$ cat config.mk
export PLATFORM = sky130hd
export DESIGN_NAME = mem_access_stage_flat
export DESIGN_NICKNAME = d
export VERILOG_FILES = /design/src/rtl/mem_access_stage_pkg.sv /design/src/rtl/mem_access_stage_if.sv /design/src/rtl/mem_access_stage_load_formatter.sv /design/src/rtl/mem_access_stage.sv /design/src/flat_wrapper.sv
export SDC_FILE = /design/constraint.sdc
export NUM_CORES = 1
export LEC_CHECK = 0
export CAP_MARGIN = 10
export CORE_MARGIN = 1
export CORE_UTILIZATION = 39
export DETAILED_ROUTE_END_ITERATION = 16
export GPL_TIMING_DRIVEN = 0
export MAX_ROUTING_LAYER = met4
export PLACE_DENSITY = 0.95
export SETUP_SLACK_MARGIN = 0.5
export SLEW_MARGIN = 20
export SYNTH_ARGS = -nofsm -noshare
export SYNTH_HDL_FRONTEND = slang
export SYNTH_SLANG_ARGS = --single-unit
export TNS_END_PERCENT = 10
$ cat constraint.sdc
create_clock -name Clk -period 3.05 [get_ports Clk]
set_input_delay 0.61 -clock Clk [delete_from_list [all_inputs] [get_ports Clk]]
set_output_delay 0.61 -clock Clk [all_outputs]
set_load 0.03 [all_outputs]
$ cat src/rtl/mem_access_stage_pkg.sv
`default_nettype none
// ============================================================================
// Module   : mem_access_stage_pkg
// Brief    : Shared encodings and lane helpers for the MEM pipeline stage:
//            access sizes, FSM states, alignment and byte-lane functions.
// Revision : 1.0 - initial release
// ============================================================================
package mem_access_stage_pkg;

    // Access size encodings carried on MemSize_in (2'b11 behaves as a word)
    localparam logic [1:0] MEM_SZ_BYTE = 2'b00;
    localparam logic [1:0] MEM_SZ_HALF = 2'b01;
    localparam logic [1:0] MEM_SZ_WORD = 2'b10;

    // Width of the dmem_ack wait counter
    localparam int CNT_W = 8;

    // MEM stage sequencing
    typedef enum logic [1:0] {
        ST_IDLE = 2'd0,
        ST_WAIT = 2'd1,
        ST_RESP = 2'd2
    } state_e;

    // Halves need an even address, words a 4-byte aligned one; bytes never trap
    function automatic logic is_misaligned(input logic [1:0] size, input logic [1:0] lane);
        logic mis;
        case (size)
            MEM_SZ_BYTE: mis = 1'b0;
            MEM_SZ_HALF: mis = lane[0];
            default:     mis = |lane;
        endcase
        return mis;
    endfunction

    // Little-endian byte enables for the addressed lane(s)
    function automatic logic [3:0] byte_enables(input logic [1:0] size, input logic [1:0] lane);
        logic [3:0] be;
        case (size)
            MEM_SZ_BYTE: be = 4'b0001 << lane;
            MEM_SZ_HALF: be = lane[1] ? 4'b1100 : 4'b0011;
            default:     be = 4'b1111;
        endcase
        return be;
    endfunction

    // Replicate store data so the enabled lanes carry it regardless of offset
    function automatic logic [31:0] store_lanes(input logic [1:0] size, input logic [31:0] wd);
        logic [31:0] r;
        case (size)
            MEM_SZ_BYTE: r = {4{wd[7:0]}};
            MEM_SZ_HALF: r = {2{wd[15:0]}};
            default:     r = wd;
        endcase
        return r;
    endfunction

endpackage
`default_nettype wire

$ cat src/rtl/mem_access_stage_if.sv
`default_nettype none
// ============================================================================
// Module   : mem_access_stage_if
// Brief    : Data-memory req/ack bus between the MEM stage (master) and the
//            wait-stated data memory (slave).
// Revision : 1.0 - initial release
// ============================================================================
interface mem_access_stage_if;
    logic        dmem_req;
    logic        dmem_we;
    logic [31:0] dmem_addr;
    logic [3:0]  dmem_be;
    logic [31:0] dmem_wdata;
    logic [31:0] dmem_rdata;
    logic        dmem_ack;

    modport master (
        output dmem_req, dmem_we, dmem_addr, dmem_be, dmem_wdata,
        input  dmem_rdata, dmem_ack
    );

    modport slave (
        input  dmem_req, dmem_we, dmem_addr, dmem_be, dmem_wdata,
        output dmem_rdata, dmem_ack
    );
endinterface
`default_nettype wire

$ cat src/rtl/mem_access_stage_load_formatter.sv
`default_nettype none
// ============================================================================
// Module   : mem_access_stage_load_formatter
// Brief    : Combinational load formatter: selects the byte/half lane from a
//            read word and sign- or zero-extends it to 32 bits. Kept separate
//            so a future cache refill path can reuse it.
// Revision : 1.0 - initial release
// ============================================================================
module mem_access_stage_load_formatter
    import mem_access_stage_pkg::*;
(
    input  wire logic [31:0] rdata_i,
    input  wire logic [1:0]  lane_i,
    input  wire logic [1:0]  size_i,
    input  wire logic        signed_i,
    output logic      [31:0] result_o
);

    logic [7:0]  w_byte;
    logic [15:0] w_half;

    // Lane extraction followed by extension; word and 2'b11 pass through
    always_comb begin
        w_byte   = 8'(rdata_i >> {lane_i, 3'b000});
        w_half   = lane_i[1] ? rdata_i[31:16] : rdata_i[15:0];
        result_o = rdata_i;
        case (size_i)
            MEM_SZ_BYTE: result_o = {{24{signed_i & w_byte[7]}}, w_byte};
            MEM_SZ_HALF: result_o = {{16{signed_i & w_half[15]}}, w_half};
            default:     result_o = rdata_i;
        endcase
    end

endmodule
`default_nettype wire

$ cat src/rtl/mem_access_stage.sv
`default_nettype none
// ============================================================================
// Module   : mem_access_stage
// Brief    : MEM pipeline stage. Issues byte/half/word loads and stores to a
//            wait-stated data memory over req/ack, stalls the pipeline until
//            the access completes, formats load data into MemData_out and
//            flags misaligned accesses and ack timeouts.
// Revision : 1.0 - initial release
// ============================================================================
module mem_access_stage
    import mem_access_stage_pkg::*;
#(
    parameter int unsigned TIMEOUT_CYCLES = 255
) (
    input  wire logic          Clk,
    input  wire logic          Rst,
    input  wire logic          MemRead_in,
    input  wire logic          MemWrite_in,
    input  wire logic [1:0]    MemSize_in,
    input  wire logic          MemSigned_in,
    input  wire logic [31:0]   Addr_in,
    input  wire logic [31:0]   WriteData_in,
    mem_access_stage_if.master dmem,
    output logic      [31:0]   MemData_out,
    output logic               Stall_out,
    output logic               Misaligned_out,
    output logic               BusErr_out
);

    localparam logic [CNT_W-1:0] TIMEOUT_LIMIT = CNT_W'(TIMEOUT_CYCLES);

    state_e           state_q;
    logic [CNT_W-1:0] cnt_q;
    logic [CNT_W-1:0] cnt_d;
    logic [31:0]      memdata_q;
    logic             misaligned_q;
    logic             buserr_q;

    logic             w_acc;
    logic             w_mis;
    logic             w_start;
    logic             w_active;
    logic             w_timeout;
    logic [31:0]      w_load_data;

    // Request decode: a new aligned access raises req in the same IDLE cycle
    always_comb begin
        w_acc     = MemRead_in | MemWrite_in;
        w_mis     = is_misaligned(MemSize_in, Addr_in[1:0]);
        w_start   = (state_q == ST_IDLE) && w_acc && !w_mis;
        w_active  = !Rst && (w_start || (state_q == ST_WAIT));
        cnt_d     = cnt_q + 1'b1;
        w_timeout = (cnt_d == TIMEOUT_LIMIT);
    end

    // Bus outputs follow the EX/MEM inputs, which Stall_out keeps frozen
    always_comb begin
        dmem.dmem_req   = w_active;
        dmem.dmem_we    = w_active & MemWrite_in;
        dmem.dmem_addr  = {Addr_in[31:2], 2'b00};
        dmem.dmem_be    = w_active ? byte_enables(MemSize_in, Addr_in[1:0]) : 4'b0000;
        dmem.dmem_wdata = store_lanes(MemSize_in, WriteData_in);
        Stall_out       = w_active;
    end

    mem_access_stage_load_formatter u_load_formatter (
        .rdata_i  (dmem.dmem_rdata),
        .lane_i   (Addr_in[1:0]),
        .size_i   (MemSize_in),
        .signed_i (MemSigned_in),
        .result_o (w_load_data)
    );

    // Access sequencer with registered result and one-cycle error pulses
    always_ff @(posedge Clk) begin
        if (Rst) begin
            state_q      <= ST_IDLE;
            cnt_q        <= '0;
            memdata_q    <= '0;
            misaligned_q <= 1'b0;
            buserr_q     <= 1'b0;
        end else begin
            misaligned_q <= 1'b0;
            buserr_q     <= 1'b0;
            case (state_q)
                ST_IDLE: begin
                    if (w_acc) begin
                        if (w_mis) begin
                            misaligned_q <= 1'b1;
                            memdata_q    <= '0;
                        end else begin
                            cnt_q   <= '0;
                            state_q <= ST_WAIT;
                        end
                    end
                end
                ST_WAIT: begin
                    cnt_q <= cnt_d;
                    // An ack arriving on the timeout cycle still completes normally
                    if (dmem.dmem_ack) begin
                        if (MemRead_in) begin
                            memdata_q <= w_load_data;
                        end
                        state_q <= ST_RESP;
                    end else if (w_timeout) begin
                        memdata_q <= '0;
                        buserr_q  <= 1'b1;
                        state_q   <= ST_RESP;
                    end
                end
                ST_RESP: begin
                    state_q <= ST_IDLE;
                end
                default: begin
                    state_q <= ST_IDLE;
                end
            endcase
        end
    end

    assign MemData_out    = memdata_q;
    assign Misaligned_out = misaligned_q;
    assign BusErr_out     = buserr_q;

endmodule
`default_nettype wire
$ cat src/flat_wrapper.sv
// flat-port wrapper written by rule: the top's interface ports become plain ports
module mem_access_stage_flat import mem_access_stage_pkg::*;
#(
    parameter int unsigned TIMEOUT_CYCLES = 255
)
  (Clk, Rst, MemRead_in, MemWrite_in, MemSize_in, MemSigned_in, Addr_in, WriteData_in, MemData_out, Stall_out, Misaligned_out, BusErr_out, dmem_dmem_req, dmem_dmem_we, dmem_dmem_addr, dmem_dmem_be, dmem_dmem_wdata, dmem_dmem_rdata, dmem_dmem_ack);
  mem_access_stage_if dmem_i ();
  input  wire logic Clk;
  input  wire logic Rst;
  input  wire logic MemRead_in;
  input  wire logic MemWrite_in;
  input  wire logic [1:0] MemSize_in;
  input  wire logic MemSigned_in;
  input  wire logic [31:0] Addr_in;
  input  wire logic [31:0] WriteData_in;
  output logic      [31:0] MemData_out;
  output logic Stall_out;
  output logic Misaligned_out;
  output logic BusErr_out;
  output wire logic [$bits(dmem_i.dmem_req)-1:0] dmem_dmem_req;
  output wire logic [$bits(dmem_i.dmem_we)-1:0] dmem_dmem_we;
  output wire logic [$bits(dmem_i.dmem_addr)-1:0] dmem_dmem_addr;
  output wire logic [$bits(dmem_i.dmem_be)-1:0] dmem_dmem_be;
  output wire logic [$bits(dmem_i.dmem_wdata)-1:0] dmem_dmem_wdata;
  input wire logic [$bits(dmem_i.dmem_rdata)-1:0] dmem_dmem_rdata;
  input wire logic [$bits(dmem_i.dmem_ack)-1:0] dmem_dmem_ack;
  assign dmem_dmem_req = dmem_i.dmem_req;
  assign dmem_dmem_we = dmem_i.dmem_we;
  assign dmem_dmem_addr = dmem_i.dmem_addr;
  assign dmem_dmem_be = dmem_i.dmem_be;
  assign dmem_dmem_wdata = dmem_i.dmem_wdata;
  assign dmem_i.dmem_rdata = dmem_dmem_rdata;
  assign dmem_i.dmem_ack = dmem_dmem_ack;
  mem_access_stage #(.TIMEOUT_CYCLES(TIMEOUT_CYCLES)) u_core (.Clk(Clk), .Rst(Rst), .MemRead_in(MemRead_in), .MemWrite_in(MemWrite_in), .MemSize_in(MemSize_in), .MemSigned_in(MemSigned_in), .Addr_in(Addr_in), .WriteData_in(WriteData_in), .dmem(dmem_i), .MemData_out(MemData_out), .Stall_out(Stall_out), .Misaligned_out(Misaligned_out), .BusErr_out(BusErr_out));
endmodule
==> summary.md <==
| Metric | Value |
|---|---|
| Outcome | complete, no violations |
| Slew @ Worst Pin | between 500 and 600 ps |
| Clock Latency Late Sink | around 310 ps |
| Final Power | approximately 1.7 mW |
| Clock sinks | 44 |
| Area of the die | around 8100 um2 |
| Maximum fanout along the worst path | 4 |
| Crit-path max cell delay | 660 ps |
| Slowest CP cell | clkdlybuf4s50_1 |
| Final GP Congestion | between 0.9 and 1 |
| Placed instance area | roughly 4900 um2 |
| Rows | 31 |
| Flop2flop setup slack | slightly below 700 ps |
| Cell Int Power | 1.16 mW |
| Clk pwr share | 0.277 |
| Worst Setup Slack post-DPL | -1020 ps |
| First-pass GRT wire length | around 17 mm |
| Die Width | about 90 um |
| Gr ovfl total | 0 |
| Post-layout min period | approximately 2600 ps |
| Sw Ratio | 0.336 |
| Post-Syn Area per Cell | ~8 um2 |
| Top-area cell type share of the netlist area | 0.291 |
| Hold Vio Cnt, Final | 0 |
| Commonest non-fill, non-tap cell in the layout | clkdlybuf4s50_1 |
| Area delta synth->final | 68.2% |
| CP most frequent cell | clkdlybuf4s50_1 |
| Startpoint Class | primary input |
| Final HPWL DP | between 8 and 9 mm |
| Largest net degree at the start of global routing | 15 |
| Max Root-Sink Buffers | 2 |
| Crit-path cells | clkdlybuf4s50_1 -> buf_4 -> clkdlybuf4s50_1 |
| CTS tree | done |
| TritonRoute pass-1 iters | 7 |
| Hold buffers post-CTS | 0 |
| RSZ-0062 raised after global routing | true |
| Reg clk slew, reported paths | roughly 80 ps |
| Net count, final | ~670 |
| Most frequent cells in the layout | clkdlybuf4s50_1 (138), buf_4 (47), dfxtp_1 (44) |
| Ys flop type | dfxtp_1 |
| Worst hold path class | register to register |
| Initial antenna violation count | 0 |
| Vias in the first global route | 3499 |
| Slew Limit Fails | 0 |
| Core ar. | about 7400 um2 |
| Seq/Total Area, Yosys | 0.291 |
| Static leakage | approximately 2.2 nW |
| DRT iter0 DRCs | roughly 320 |
| CP arrival | 1950 ps |
| GRT Total Usage | 0.267 |
| Area leader, netlist | dfxtp_1 |
| Crit path required time | ~2400 ps |
| Routed vias | about 3600 |
| PwrDens | 343 nW/um2 |
| Final clock skew | roughly 10 ps |
| PortBufs | roughly 180 |
| Combinational share of power | 0.381 |
| WL per Instance | 16.6 um |
| Vias per std cell | 5.49 |
| Crit Path Class | primary input to output pin |
| Final instance area | a little over 5000 um2 |
| #FFs+latches synth | between 40 and 50 |
| Fmax | ~390 MHz |
| Mapped Cells | between 300 and 400 |
| Final worst-path cycle share | 0.838 |
| Top-level port count | between 200 and 250 |
| Net switching power | just under 0.6 mW |
| Layout cells sized above 1 | 0.210 |
| DR DRC count | 0 |
| Root Driver | clkbuf_8 |
| TritonCTS buffer count | 5 |
| Final setup margin | ~490 ps |
| Top post-synthesis cells by area | dfxtp_1 (29%), buf_4 (11%), a21oi_1 (6.6%), a221o_1 (5.3%), nand2_1 (4.7%) |
| Slew Limit Headroom | 0.621 |
| Final setup vio count | 0 |
| ANT nets after route | 0 |
| Placed insts | between 600 and 700 |
| ANT cells | 0 |
| Maximum level of the CTS H-tree | 2 |
| Post-synth ARST share | 0 |
| Mapped Area | 3030 um2 |
| Max IR drop VDD | ~0.22 mV |
| Final WL | 11.0 mm |
| Crit path capture type | output pin |
| Starting Density | 0.411 |
| Final cell count without fillers | between 600 and 700 |
| TNS Setup | 0 ps |
| Ys Warns | 0 |
| Max cap viols | 0 |
| Synth cell types | 51 |
| DIE HEIGHT | between 90 and 100 um |
| Flop pwr share | 0.343 |
| Post-synth EDFFs | 0 |
-- cells by family after synthesis --
group                      count (synthesis)  share of synthesized area
other                                      1                    0.00124
buffers and inverters                     76                      0.154
xor gates and xnor gates                   1                    0.00289
DFF                                       44                      0.291
adders and majority gates                  2                    0.00825
muxes                                     17                     0.0594
AOI/OAI and AO/OA                        137                      0.322
and+or+nand+nor                          100                      0.162
-- synthesized netlist by cell type (5+ instances only) --
| cell type | instances |
|---|---|
| a32o_1 | 7 |
| and3_1 | 5 |
| a21o_1 | 8 |
| nor2_1 | 27 |
| a221o_1 | 16 |
| a211oi_1 | 16 |
| mux2i_1 | 9 |
| a31oi_1 | 5 |
| inv_1 | 9 |
| buf_4 | 43 |
| mux2_2 | 8 |
| a21oi_1 | 40 |
| nor2b_1 | 11 |
| a2bb2oi_1 | 7 |
| nand2_1 | 38 |
| o21ai_0 | 14 |
| clkbuf_1 | 15 |
| o2bb2ai_1 | 7 |
| dfxtp_1 | 44 |
-- final timing paths --
kind | startpoint | endpoint | depth (start not counted)
setup reg to reg | u_core.cnt_q[0] | u_core.MemData_out[13] | 7
setup / recovery | WriteData_in[4] | dmem_dmem_wdata[4] | 3
hold / removal | u_core.MemData_out[12] | u_core.MemData_out[12] | 1
hold reg to reg | u_core.MemData_out[12] | u_core.MemData_out[12] | 1
-- per-stage QoR --
step	utilization	hold WS, ps
after floorplan	-	466
final	0.692	462
after CTS	0.695	467
after detailed placement	0.666	449
after global placement	0.666	436
after global routing	0.692	479
-- area by class of cell --
| class | instances | area, um2 |
|---|---|---|
| fillers | 579 | 2270 |
| clock inverters | 2 | 38.8 |
| inverters | 10 | 42.5 |
| repair buffers | 176 | 1710 |
| plain buffers | 66 | 492 |
| multi-input cells | 259 | 1730 |
| flip-flops and latches | 44 | 881 |
| clock buffers | 6 | 82.6 |
| well taps | 99 | 124 |
-- what timing repair did --
action / in CTS / in global routing
pin swaps: 1 / 1
endpoints found under the setup margin: 35 / 43
buffers inserted: 1 / 0
gates resized for setup: 151 / 22
-- metal layers --
metal	part of all wire	track usage
met1	0.40	0.318
met2	0.50	0.457
met3	0.080	0.0516
met4	0.019	0.0712
met5	0	-
-- state kept, by name, summed over array words and instances (netlist names) --
| name | flops |
|---|---|
| u_core.MemData_out | 32 |
| u_core.cnt_q | 8 |
| u_core.Misaligned_out | 1 |
| u_core.state_q | 2 |
| u_core.BusErr_out | 1 |
-- power by group through the flow --
| stage | sequential, mW | clock, mW | combinational, mW |
|---|---|---|---|
| after floorplan | 0.629 | 0 | 0.345 |
| after global placement | 0.611 | 0 | 0.650 |
| after detailed placement | 0.612 | 0 | 0.659 |
| after CTS | 0.599 | 0.487 | 0.661 |
| after global routing | 0.602 | 0.508 | 0.700 |
| final | 0.599 | 0.484 | 0.666 |
-- critical path, delay by kind of cell --
family	cells	cell delay, ps
buffers and inverters	3	1340
Note: power is estimated with default switching activity, not from simulation.
